--- config.mk ---
export PLATFORM = sky130hd
export DESIGN_NAME = therm7_to_bin
export DESIGN_NICKNAME = d
export VERILOG_FILES = /design/src/rtl/therm7_to_bin.sv
export SDC_FILE = /design/constraint.sdc
export NUM_CORES = 1
export LEC_CHECK = 0
export BUFFER_PORTS_ARGS = -buffer_cell sky130_fd_sc_hd__buf_2
export CAP_MARGIN = 40
export CORE_UTILIZATION = 53
export DETAILED_ROUTE_END_ITERATION = 8
export MAX_ROUTING_LAYER = met4
export PLACE_DENSITY = 0.78
export SLEW_MARGIN = 10
export SYNTH_ARGS = -nofsm -noshare
export SYNTH_HDL_FRONTEND = slang
export SYNTH_SLANG_ARGS = --single-unit
--- constraint.sdc ---
create_clock -name clk -period 3.2 [get_ports clk]
set_input_delay 0.64 -clock clk [delete_from_list [all_inputs] [get_ports clk]]
set_output_delay 0.64 -clock clk [all_outputs]
set_load 0.02 [all_outputs]
--- src/rtl/therm7_to_bin.sv ---
// 7-bit thermometer to binary converter with a two-stage valid/ready pipeline
// and a running accumulator of emitted counts with a sticky wrap flag.
module therm7_to_bin #(
    parameter int ACC_W = 16
) (
    input  logic             clk,
    input  logic             rst_n,
    input  logic             in_valid,
    output logic             in_ready,
    input  logic [6:0]       in_therm,
    output logic             out_valid,
    input  logic             out_ready,
    output logic [3:0]       out_count,
    output logic             out_err,
    input  logic             clr,
    output logic [ACC_W-1:0] acc,
    output logic             acc_ovf
);

    logic             live;
    logic             s1_valid;
    logic [6:0]       s1_word;
    logic             s1_err;
    logic             s2_valid;
    logic [3:0]       s2_count;
    logic             s2_err;
    logic             s2_load;
    logic             s1_move;
    logic             in_fire;
    logic             out_fire;
    logic             word_bad;
    logic [3:0]       ones;
    logic [ACC_W:0]   sum;

    assign s2_load   = !s2_valid || out_ready;
    assign s1_move   = s1_valid && s2_load;
    assign in_ready  = live && (!s1_valid || !s2_valid || out_ready);
    assign in_fire   = in_valid && in_ready;
    assign out_fire  = s2_valid && out_ready;
    assign out_valid = s2_valid;
    assign out_count = s2_count;
    assign out_err   = s2_err;

    always_comb begin
        word_bad = 1'b1;
        unique case (in_therm)
            7'b0000000, 7'b1000000, 7'b1100000, 7'b1110000,
            7'b1111000, 7'b1111100, 7'b1111110, 7'b1111111:
                word_bad = 1'b0;
            default:
                word_bad = 1'b1;
        endcase
    end

    // Popcount rather than priority decode, so bubbles still yield a count.
    always_comb begin
        ones = '0;
        for (int i = 0; i < 7; i++) begin
            ones = ones + {3'b000, s1_word[i]};
        end
    end

    assign sum = {1'b0, acc} + (ACC_W + 1)'(s2_count);

    // Holds in_ready low until the first edge after reset release.
    always_ff @(posedge clk or negedge rst_n) begin
        if (!rst_n) begin
            live <= 1'b0;
        end else begin
            live <= 1'b1;
        end
    end

    always_ff @(posedge clk or negedge rst_n) begin
        if (!rst_n) begin
            s1_valid <= 1'b0;
            s1_word  <= '0;
            s1_err   <= 1'b0;
        end else if (in_fire) begin
            s1_valid <= 1'b1;
            s1_word  <= in_therm;
            s1_err   <= word_bad;
        end else if (s1_move) begin
            s1_valid <= 1'b0;
        end
    end

    always_ff @(posedge clk or negedge rst_n) begin
        if (!rst_n) begin
            s2_valid <= 1'b0;
            s2_count <= '0;
            s2_err   <= 1'b0;
        end else if (s2_load) begin
            s2_valid <= s1_valid;
            if (s1_valid) begin
                s2_count <= ones;
                s2_err   <= s1_err;
            end
        end
    end

    // Clear wins over the old value but still counts a word leaving now.
    always_ff @(posedge clk or negedge rst_n) begin
        if (!rst_n) begin
            acc     <= '0;
            acc_ovf <= 1'b0;
        end else if (clr) begin
            acc     <= out_fire ? ACC_W'(s2_count) : '0;
            acc_ovf <= 1'b0;
        end else if (out_fire) begin
            acc <= sum[ACC_W-1:0];
            if (sum[ACC_W]) begin
                acc_ovf <= 1'b1;
            end
        end
    end

endmodule

## Word level (Yosys, flattened, before mapping)

Cells that the tools add are included.

- Flip-flop bits (word level): 33
- Bits in latches: 0
- RAM bits: 0
- ROM bits: 0
- Bits of input ports: 12
- Output and inout port bits: 24
- Word-level logic and storage cells: 48
- Memories: 0

- Add/sub/neg operators: 7
- $mul: 0
- Div/mod/pow operators: 0
- Magnitude comparators: 0
- Equality and inequality tests: 7
- Shift-type cells: 0
- Multiplexer cells: 9
- Bitwise gates (word level): 0
- Reduce and logical (&&, ||, !) cells: 16

Operators by type and width:

| cell | number |
|---|---|
| $eq 7x7->1 const B | 7 |
| $mux 16 | 2 |
| $add 16x4->17 | 1 |
| $add 4x1->4 | 3 |
| $reduce_or 8->1 | 1 |
| $logic_not 7->1 | 1 |
| $mux 1 | 6 |
| $reduce_bool 2->1 | 3 |
| $add 3x1->4 | 1 |
| $logic_and 1x1->1 | 4 |
| $mux 4 | 1 |
| $reduce_and 2->1 | 2 |
| $add 2x1->3 | 1 |
| $logic_or 1x1->1 | 3 |
| $add 1x1->2 | 1 |
| $logic_not 1->1 | 2 |

## Depth between registers and ports, before layout

Gate-level depths: netlist (run 1).

- Word-level depth: 6
- Depth in mapped cells: 7
- Depth with buffers taken out: 7

## Least setup slack after synthesis (run 1)

Ideal clock, no wire load.

- Kind: flip-flop to flip-flop
- From: register s1_word[1]
- To: register s2_count[1] (netlist: out_count[1])
- Library setup time: 0.125 ns
- Arrival: 2.407 ns
- Data required time: 3.075 ns
- Setup slack: 0.669 ns
- Stages on the path, launching flop included: 8
- Path buffers: 0
- Period minus slack after synthesis: 2.531 ns
- Cell sequence: dfrtp_1 > inv_1 > fa_1 > fa_1 > inv_1 > fa_1 > fa_1 > mux2_2

- Word-level cells in the longest chain between the ends: 6

RTL lines:

| element | line | source |
|---|---|---|
| start: declaration | 22 | `logic [6:0] s1_word;` |
| start signal: assignment | 81 | `s1_word <= in_therm;` |
| $add 1x1->2 | 59 | `ones = ones + {3'b000, s1_word[i]};` |
| $add 2x1->3 | 59 |  |
| $add 3x1->4 | 59 |  |
| $add 4x1->4 (3 in series) | 59 |  |
| via ones[1] | 32 | `logic [3:0] ones;` |
| end signal: assignment | 96 | `s2_count <= ones;` |
| end: declaration | 25 | `logic [3:0] s2_count;` |

The timed path passes the listed nets, and every way through them passes these cells.
A chain may end at the register's enable or synchronous reset.

## Worst setup path in the final report (run 1)

Same ends and word-level chain as after synthesis.

==> results of run 1 <==
metal layers:
layer  share of wire, %  track usage [%]
met5                  0                -
met4                2.1             11.9
met3                3.6             5.36
met2                 46             35.2
met1                 48             29.2
cells in the final DEF (no fill, tap or decap), types with 2 or more instances in the layout:
| master | n |
|---|---|
| sky130_fd_sc_hd__conb_1 | 2 |
| sky130_fd_sc_hd__o21ai_0 | 5 |
| sky130_fd_sc_hd__mux2_2 | 12 |
| sky130_fd_sc_hd__nand4_1 | 5 |
| sky130_fd_sc_hd__or3_1 | 3 |
| sky130_fd_sc_hd__nand2b_1 | 2 |
| sky130_fd_sc_hd__nand3_1 | 4 |
| sky130_fd_sc_hd__clkbuf_1 | 2 |
| sky130_fd_sc_hd__xor2_1 | 4 |
| sky130_fd_sc_hd__mux2i_1 | 3 |
| sky130_fd_sc_hd__xnor2_1 | 3 |
| sky130_fd_sc_hd__inv_1 | 12 |
| sky130_fd_sc_hd__fa_1 | 5 |
| sky130_fd_sc_hd__nand2_1 | 12 |
| sky130_fd_sc_hd__dfrtp_1 | 32 |
| sky130_fd_sc_hd__o22ai_1 | 3 |
| sky130_fd_sc_hd__a21oi_1 | 9 |
| sky130_fd_sc_hd__nor2b_1 | 3 |
| sky130_fd_sc_hd__nor2_1 | 11 |
| sky130_fd_sc_hd__o31ai_1 | 2 |
| sky130_fd_sc_hd__or4_1 | 3 |
| sky130_fd_sc_hd__buf_2 | 34 |
| sky130_fd_sc_hd__ha_1 | 3 |
| sky130_fd_sc_hd__clkbuf_4 | 5 |
| sky130_fd_sc_hd__and4_1 | 2 |
power by group:
part	switching [uW]	internal, uW	total (uW)	leakage, uW
Sequential	54.6	461	516	0.000414
Combinational	203	153	356	0.000491
Clock	132	108	241	0.0000326
Total	390	722	1110	0.000937
kinds of logic (layout without fill, tap and decap cells):
| group | Yosys count | count (layout) | share of synthesized area, % |
|---|---|---|---|
| simple gates | 52 | 52 | 16.9 |
| flops | 32 | 32 | 48.8 |
| compound gates | 22 | 22 | 7.77 |
| buf+inv | 16 | 55 | 3.89 |
| mux | 15 | 15 | 10.1 |
| fa+ha+maj | 8 | 8 | 8.38 |
| xor+xnor | 7 | 7 | 3.73 |
| other cells | 2 | 2 | 0.457 |
registers in the layout, indices dropped and copies added (netlist names):
signal	flops
out_count	3
live	1
s1_valid	1
acc	16
out_valid	1
s1_word	7
out_err	1
s1_err	1
acc_ovf	1
critical path, cell delays in order (launching register included):
cell and delay, ns:
sky130_fd_sc_hd__dfrtp_1 0.39, sky130_fd_sc_hd__inv_1 0.08, sky130_fd_sc_hd__fa_1 0.43, sky130_fd_sc_hd__fa_1 0.50, sky130_fd_sc_hd__inv_1 0.05, sky130_fd_sc_hd__fa_1 0.37, sky130_fd_sc_hd__fa_1 0.42, sky130_fd_sc_hd__mux2_2 0.27
worst paths after layout:
kind / end / slack, ns / cells past startpoint
worst min register to register: s1_word[1]$_DFFE_PN0P_ / 0.51 / 2
max in group asynchronous: s1_word[4]$_DFFE_PN0P_ / 2.39 / 1
worst min-delay path: acc_ovf$_DFFE_PN0P_ / 0.35 / 1
worst max register to register: out_count[1]$_DFFE_PN0P_ / 0.58 / 7
min in group clk: s1_word[1]$_DFFE_PN0P_ / 0.51 / 2
worst max-delay path: out_count[1]$_DFFE_PN0P_ / 0.58 / 7
final cells by class:
class                           instances  area, um2  area share [%]
Timing Repair Buffer                   35        178            9.36
Tap cell                               31       38.8            2.04
Multi-Input combinational cell        106        777            40.9
Sequential cell                        32        801            42.2
Clock buffer                            8       58.8            3.10
Inverter                               12       45.0            2.37
per-stage QoR:
stage	instances	area, um2	hold WS (ns)	worst slack (ns)
after floorplan	154	1640	0.344	0.669
after global placement	216	1840	0.460	0.647
after detailed placement	216	1840	0.493	0.594
after CTS	224	1900	0.366	0.568
after global routing	224	1900	0.405	0.504
final	224	1900	0.348	0.581
synthesized netlist by cell type (all sizes together):
library cell / instances
a2111oi: 1
a211oi: 1
a21o: 1
a21oi: 9
and2: 1
and3: 1
and4: 2
buf: 2
clkbuf: 2
conb: 2
dfrtp: 32
fa: 5
ha: 3
inv: 12
mux2: 12
mux2i: 3
nand2: 12
nand2b: 2
nand3: 4
nand3b: 1
nand4: 5
nor2: 11
nor2b: 3
nor3: 1
nor3b: 1
nor4: 1
o21ai: 5
o22ai: 3
o31ai: 2
or3: 3
or4: 4
xnor2: 3
xor2: 4
==> impl_summary.log, run 1 <==
[metrics] diode insertion count for antenna repair: 0
[metrics] Root Driver: sky130_fd_sc_hd__clkbuf_4
[metrics] Area contributors post-synth: sky130_fd_sc_hd__dfrtp_1, sky130_fd_sc_hd__mux2_2, sky130_fd_sc_hd__fa_1, sky130_fd_sc_hd__a21oi_1, sky130_fd_sc_hd__inv_1
[metrics] number of hold-repair buffers added at the cts stage: 0
[metrics] maximum net fanout on the critical path: 2
[metrics] Distinct cells, synth: 35
[metrics] count of instances resized after the clock tree is built: 0
[metrics] launching element of the worst setup path: s1_word[1]$_DFFE_PN0P_
[metrics] horizontal die dimension: 57.7 um
[metrics] global-route wire length before repair: 5540 um
[metrics] Row Count: 19
[metrics] run status: finished, violations left
[metrics] vias in the first global route: about 1300
[metrics] routed len/inst: 13.9 um
[metrics] Detailed Route WL: about 3100 um
[metrics] Initial Utilization: 57.5%
[metrics] router iterations before antenna repair: 6
[metrics] worst hold path class: primary input to async pin
[metrics] Avg Synthesized Cell Area: around 11 um2
[metrics] top-level I/O count: 36
[metrics] vias: 1259
[metrics] final global-route overflow total: 0
[metrics] Yosys warning total: 0
[metrics] launching point of the worst reg2reg path: s1_word[1]$_DFFE_PN0P_
[metrics] Layout Utilization: 66.5%
[metrics] Final Hold Viols: 0
[metrics] antenna violations before repair: 0
[metrics] Crit. End Element: flip-flop
[metrics] TritonCTS Sinks: 32
[metrics] core box area: ~2900 um2
[metrics] Die Footprint: 3320 um2
[metrics] via density per instance: 5.62
[metrics] Post-CTS Setup Repair Bufs: 0
[metrics] headroom to the max-slew limit: a little over half
[metrics] chip height: 57.7 um
[metrics] insertion delay to the later sink of the worst-skew pair: 0.33 ns
[metrics] largest voltage drop on the vdd net: 328 uV
[metrics] Overall Power: roughly 1100 uW
[metrics] Port Buffers: 34
[metrics] half-perimeter wire length of the detailed placement result: approximately 2300 um
[metrics] number of levels in the clock H-tree: 2
[metrics] Final min period: between 2 and 3 ns
[metrics] post-synthesis cell area: roughly 1600 um2
[metrics] share of the cycle needed by the critical path after routing: 81.8%
[metrics] synthesized flop and latch total: 32
[metrics] worst setup path class: flip-flop to flip-flop
[metrics] post-route DRC violation count: 4
[metrics] maximum clock skew at final layout: approximately 0.0067 ns
[metrics] total of fill cells in the finished design: 228
[metrics] total of max-cap violations: 0
[metrics] number of DRC violations after detailed-routing iteration 0: 41
[metrics] CTS tree: built
[metrics] fraction of post-synthesis cell area in the top cell type by area: 48.8%
[metrics] Worst Setup Start Kind: flip-flop
[metrics] number of nets with antenna violations after detailed routing: 0
[metrics] number of nets in the finished design: 212
[metrics] CTS Buf Count: 5
[metrics] setup total negative slack: 0 ns
[metrics] library cell occupying the most area in the post-synthesis netlist: sky130_fd_sc_hd__dfrtp_1
[metrics] RSZ-0062 raised after global routing: no
[metrics] worst-case clock buffer depth: 2
[metrics] pin count of the biggest net entering global routing: 33
[metrics] WP data required: 3.42 ns
[metrics] layout cell share with drive strength beyond 1: 28.0%
[metrics] total nets after synthesis: 174
[metrics] power per cell area: 586 nW/um2
[metrics] highest attainable clock frequency: 382 MHz
[metrics] number of failing setup endpoints in the final timing report: 0
[metrics] Worst Max-Slew Pin Slew: 0.711 ns
[metrics] signed area change from the synthesized netlist to the final layout: 15.6%
[metrics] Worst-path clk slew: 0.10 ns
[metrics] static leakage: ~0.00094 uW
[metrics] max-slew violations: 0
[metrics] global routing usage summed across all routing layers: 23.1%
[metrics] proportion of synthesized chip area in sequential cells: 48.8%
[metrics] violations in the final reports: DRC
[metrics] RePlAce Congestion: a little over 0.8
[metrics] data arrival time of the worst path: ~2.8 ns
[metrics] number of standard cells after synthesis: 154
(Power assumes the default switching activity.)
==> inputs of run 2 (changes only) <==
Settings changed: CORE_UTILIZATION 53 to 48, PLACE_DENSITY 0.78 to 0.75.
Clock period 3.2 ns to 2.4 ns, I/O delays scaled along.
==> run 2 against run 1 <==
Compared with the run above: the flow finishes with violations (setup timing); clock skew up 0.00088 ns; wire length is 2.3% higher; first-iteration DRC count grew 66%; register-to-register slack lost 0.71 ns; hold slack worse by 0.16 ns; flip-flop and latch count unchanged; utilization is 5.1 points lower; non-clock buffer count increased by 2; critical path depth unchanged; cell area is 2.1% higher; critical path type unchanged.
==> impl_summary.log, run 2 (same netlist as run 1, synthesis figures left out) <==
[metrics] cell area reported after detailed placement: 1880 um2
[metrics] antenna violations before repair: 0
[metrics] pin count of the biggest net entering global routing: 33
[metrics] half-perimeter wire length of the detailed placement result: 2440 um
[metrics] list of cells traversed by the critical path: inv_2, fa_1, fa_1, inv_1, fa_2, fa_2, mux2_2
[metrics] final global-route overflow total: 0
[metrics] signed area change from the synthesized netlist to the final layout: 18.1%
[metrics] Final min period: 2.53 ns
[metrics] global routing usage summed across all routing layers: 21.1%
[metrics] WP data required: roughly 2.6 ns
[metrics] worst hold path class: primary input to async pin
[metrics] run status: finished, violations left
[metrics] number of levels in the clock H-tree: 2
[metrics] power per cell area: 777 nW/um2
[metrics] number of DRC violations after detailed-routing iteration 0: 68
[metrics] share of the cycle needed by the critical path after routing: 106%
[metrics] Post-CTS Setup Repair Bufs: 0
[metrics] Worst Max-Slew Pin Slew: 0.703 ns
[metrics] headroom to the max-slew limit: 53.2%
[metrics] number of failing setup endpoints in the final timing report: 2
[metrics] via density per instance: 5.16
[metrics] Worst Setup Start Kind: flip-flop
[metrics] most common cell after layout, fill and taps aside: sky130_fd_sc_hd__buf_2
[metrics] largest voltage drop on the vdd net: 451 uV
[metrics] total of max-cap violations: 0
[metrics] post-route DRC violation count: 0
[metrics] Layout Utilization: between 60% and 70%
[metrics] final critical-path setup slack: -0.133 ns
[metrics] worst hold slack: 0.190 ns
[metrics] Worst-path clk slew: 0.10 ns
[metrics] router iterations before antenna repair: 4
[metrics] most used cells in the layout excluding fill and tap cells: sky130_fd_sc_hd__buf_2, sky130_fd_sc_hd__dfrtp_1, sky130_fd_sc_hd__nand2_1, sky130_fd_sc_hd__nor2_1, sky130_fd_sc_hd__mux2_2
[metrics] critical path's slowest cell: sky130_fd_sc_hd__fa_1
[metrics] chip height: 60.5 um
[metrics] CTS Buf Count: 5
[metrics] vias in the first global route: about 1200
[metrics] diode insertion count for antenna repair: 0
[metrics] horizontal die dimension: 60.5 um
[metrics] insertion delay to the later sink of the worst-skew pair: 0.33 ns
[metrics] Row Count: 20
[metrics] highest attainable clock frequency: 395 MHz
[metrics] global-route wire length before repair: 5350 um
[metrics] flip-flop count of the largest register after layout: 16
[metrics] number of hold-repair buffers added at the cts stage: 0
[metrics] max-slew violations: 0
[metrics] Crit. End Element: flip-flop
[metrics] Initial Utilization: 52.1%
[metrics] Die Footprint: 3660 um2
[metrics] Overall Power: 1510 uW
[metrics] static leakage: 0.000948 uW
[metrics] worst setup path class: flip-flop to flip-flop
[metrics] total of fill cells in the finished design: 274
[metrics] worst-case clock buffer depth: 2
[metrics] violations in the final reports: setup timing
[metrics] maximum net fanout on the critical path: 2
[metrics] maximum clock skew at final layout: 0.00761 ns
[metrics] top-level I/O count: 36
[metrics] final instance count without filler cells: 239
[metrics] largest register by flop count: acc
[metrics] core box area: 3150 um2
[metrics] Detailed Route WL: approximately 3200 um
[metrics] placed cell count: 231
[metrics] TritonCTS Sinks: 32
[metrics] RSZ-0062 raised after global routing: yes
[metrics] final std cell area, no fill: 1940 um2
[metrics] routed len/inst: 13.4 um
[metrics] data arrival time of the worst path: 2.75 ns
[metrics] RePlAce Congestion: 0.848
[metrics] maximum single-stage delay on the critical path: 0.49 ns
[metrics] number of nets with antenna violations after detailed routing: 0
[metrics] number of nets in the finished design: 214
[metrics] Root Driver: sky130_fd_sc_hd__clkbuf_4
[metrics] Port Buffers: 34
[metrics] layout cell share with drive strength beyond 1: 30.8%
[metrics] vias: 1233
[metrics] Final Hold Viols: 0
[metrics] CTS tree: built
-- run 2: cell types whose count changed in the layout (fill, tap and decap cells not counted) --
cell	before	now
sky130_fd_sc_hd__mux2_4	0	1
sky130_fd_sc_hd__fa_1	5	3
sky130_fd_sc_hd__inv_1	12	10
sky130_fd_sc_hd__fa_2	0	2
sky130_fd_sc_hd__mux2_2	12	11
sky130_fd_sc_hd__inv_2	0	2
sky130_fd_sc_hd__buf_4	1	3
-- run 2: layout make-up --
| cell class | count | area, um2 | share of cell area, % |
|---|---|---|---|
| Inverter | 12 | 45.0 | 2.32 |
| Sequential cell | 32 | 801 | 41.3 |
| Multi-Input combinational cell | 106 | 786 | 40.5 |
| Timing Repair Buffer | 37 | 193 | 9.94 |
| Clock buffer | 8 | 58.8 | 3.03 |
| Tap cell | 44 | 55.1 | 2.84 |
-- run 2: layer usage --
| layer | up-vias | track usage [%] | routed length [um] |
|---|---|---|---|
| li1 | 612 | - | - |
| met1 | 587 | 23.5 | 1310 |
| met2 | 29 | 36.6 | 1730 |
| met3 | 5 | 4.48 | 116 |
| met4 | 0 | 9.09 | 44 |
| met5 | - | - | 0 |
-- run 2: timing repair --
item,in CTS,in global routing
gates resized for setup,3,0
setup endpoints to repair,2,2
pin swaps,0,1
-- run 2: power by group --
group / switching (uW) / internal (uW)
Combinational: 273 / 220
Clock: 176 / 145
Sequential: 77.3 / 615
-- run 2: critical path, delay by kind of cell, from the launching register on --
family     cells  cell delay (ns)
flops          1             0.36
buf+inv        2             0.09
mux            1             0.26
fa+ha+maj      4             1.72
-- run 2: per-stage QoR --
stage	worst slack [ns]	setup TNS, ns
after global placement	-0.0866	-0.0928
after global routing	-0.192	-0.308
after CTS	-0.127	-0.184
after floorplan	-0.0710	-0.0710
final	-0.133	-0.194
after detailed placement	-0.127	-0.173
-- run 2: path summary, 6_finish.rpt --
check / start / endpoint / slack [ns] / depth (start not counted)
setup / recovery: s1_word[3]$_DFFE_PN0P_ / out_count[1]$_DFFE_PN0P_ / -0.13 / 7
hold / removal: rst_n / acc[13]$_DFFE_PN0P_ / 0.19 / 1
setup reg to reg: s1_word[3]$_DFFE_PN0P_ / out_count[1]$_DFFE_PN0P_ / -0.13 / 7
hold reg to reg: s1_err$_DFFE_PN0P_ / s1_err$_DFFE_PN0P_ / 0.49 / 2
max in group asynchronous: rst_n / acc[6]$_DFFE_PN0P_ / 1.76 / 1
min in group clk: in_therm[0] / s1_word[0]$_DFFE_PN0P_ / 0.42 / 2
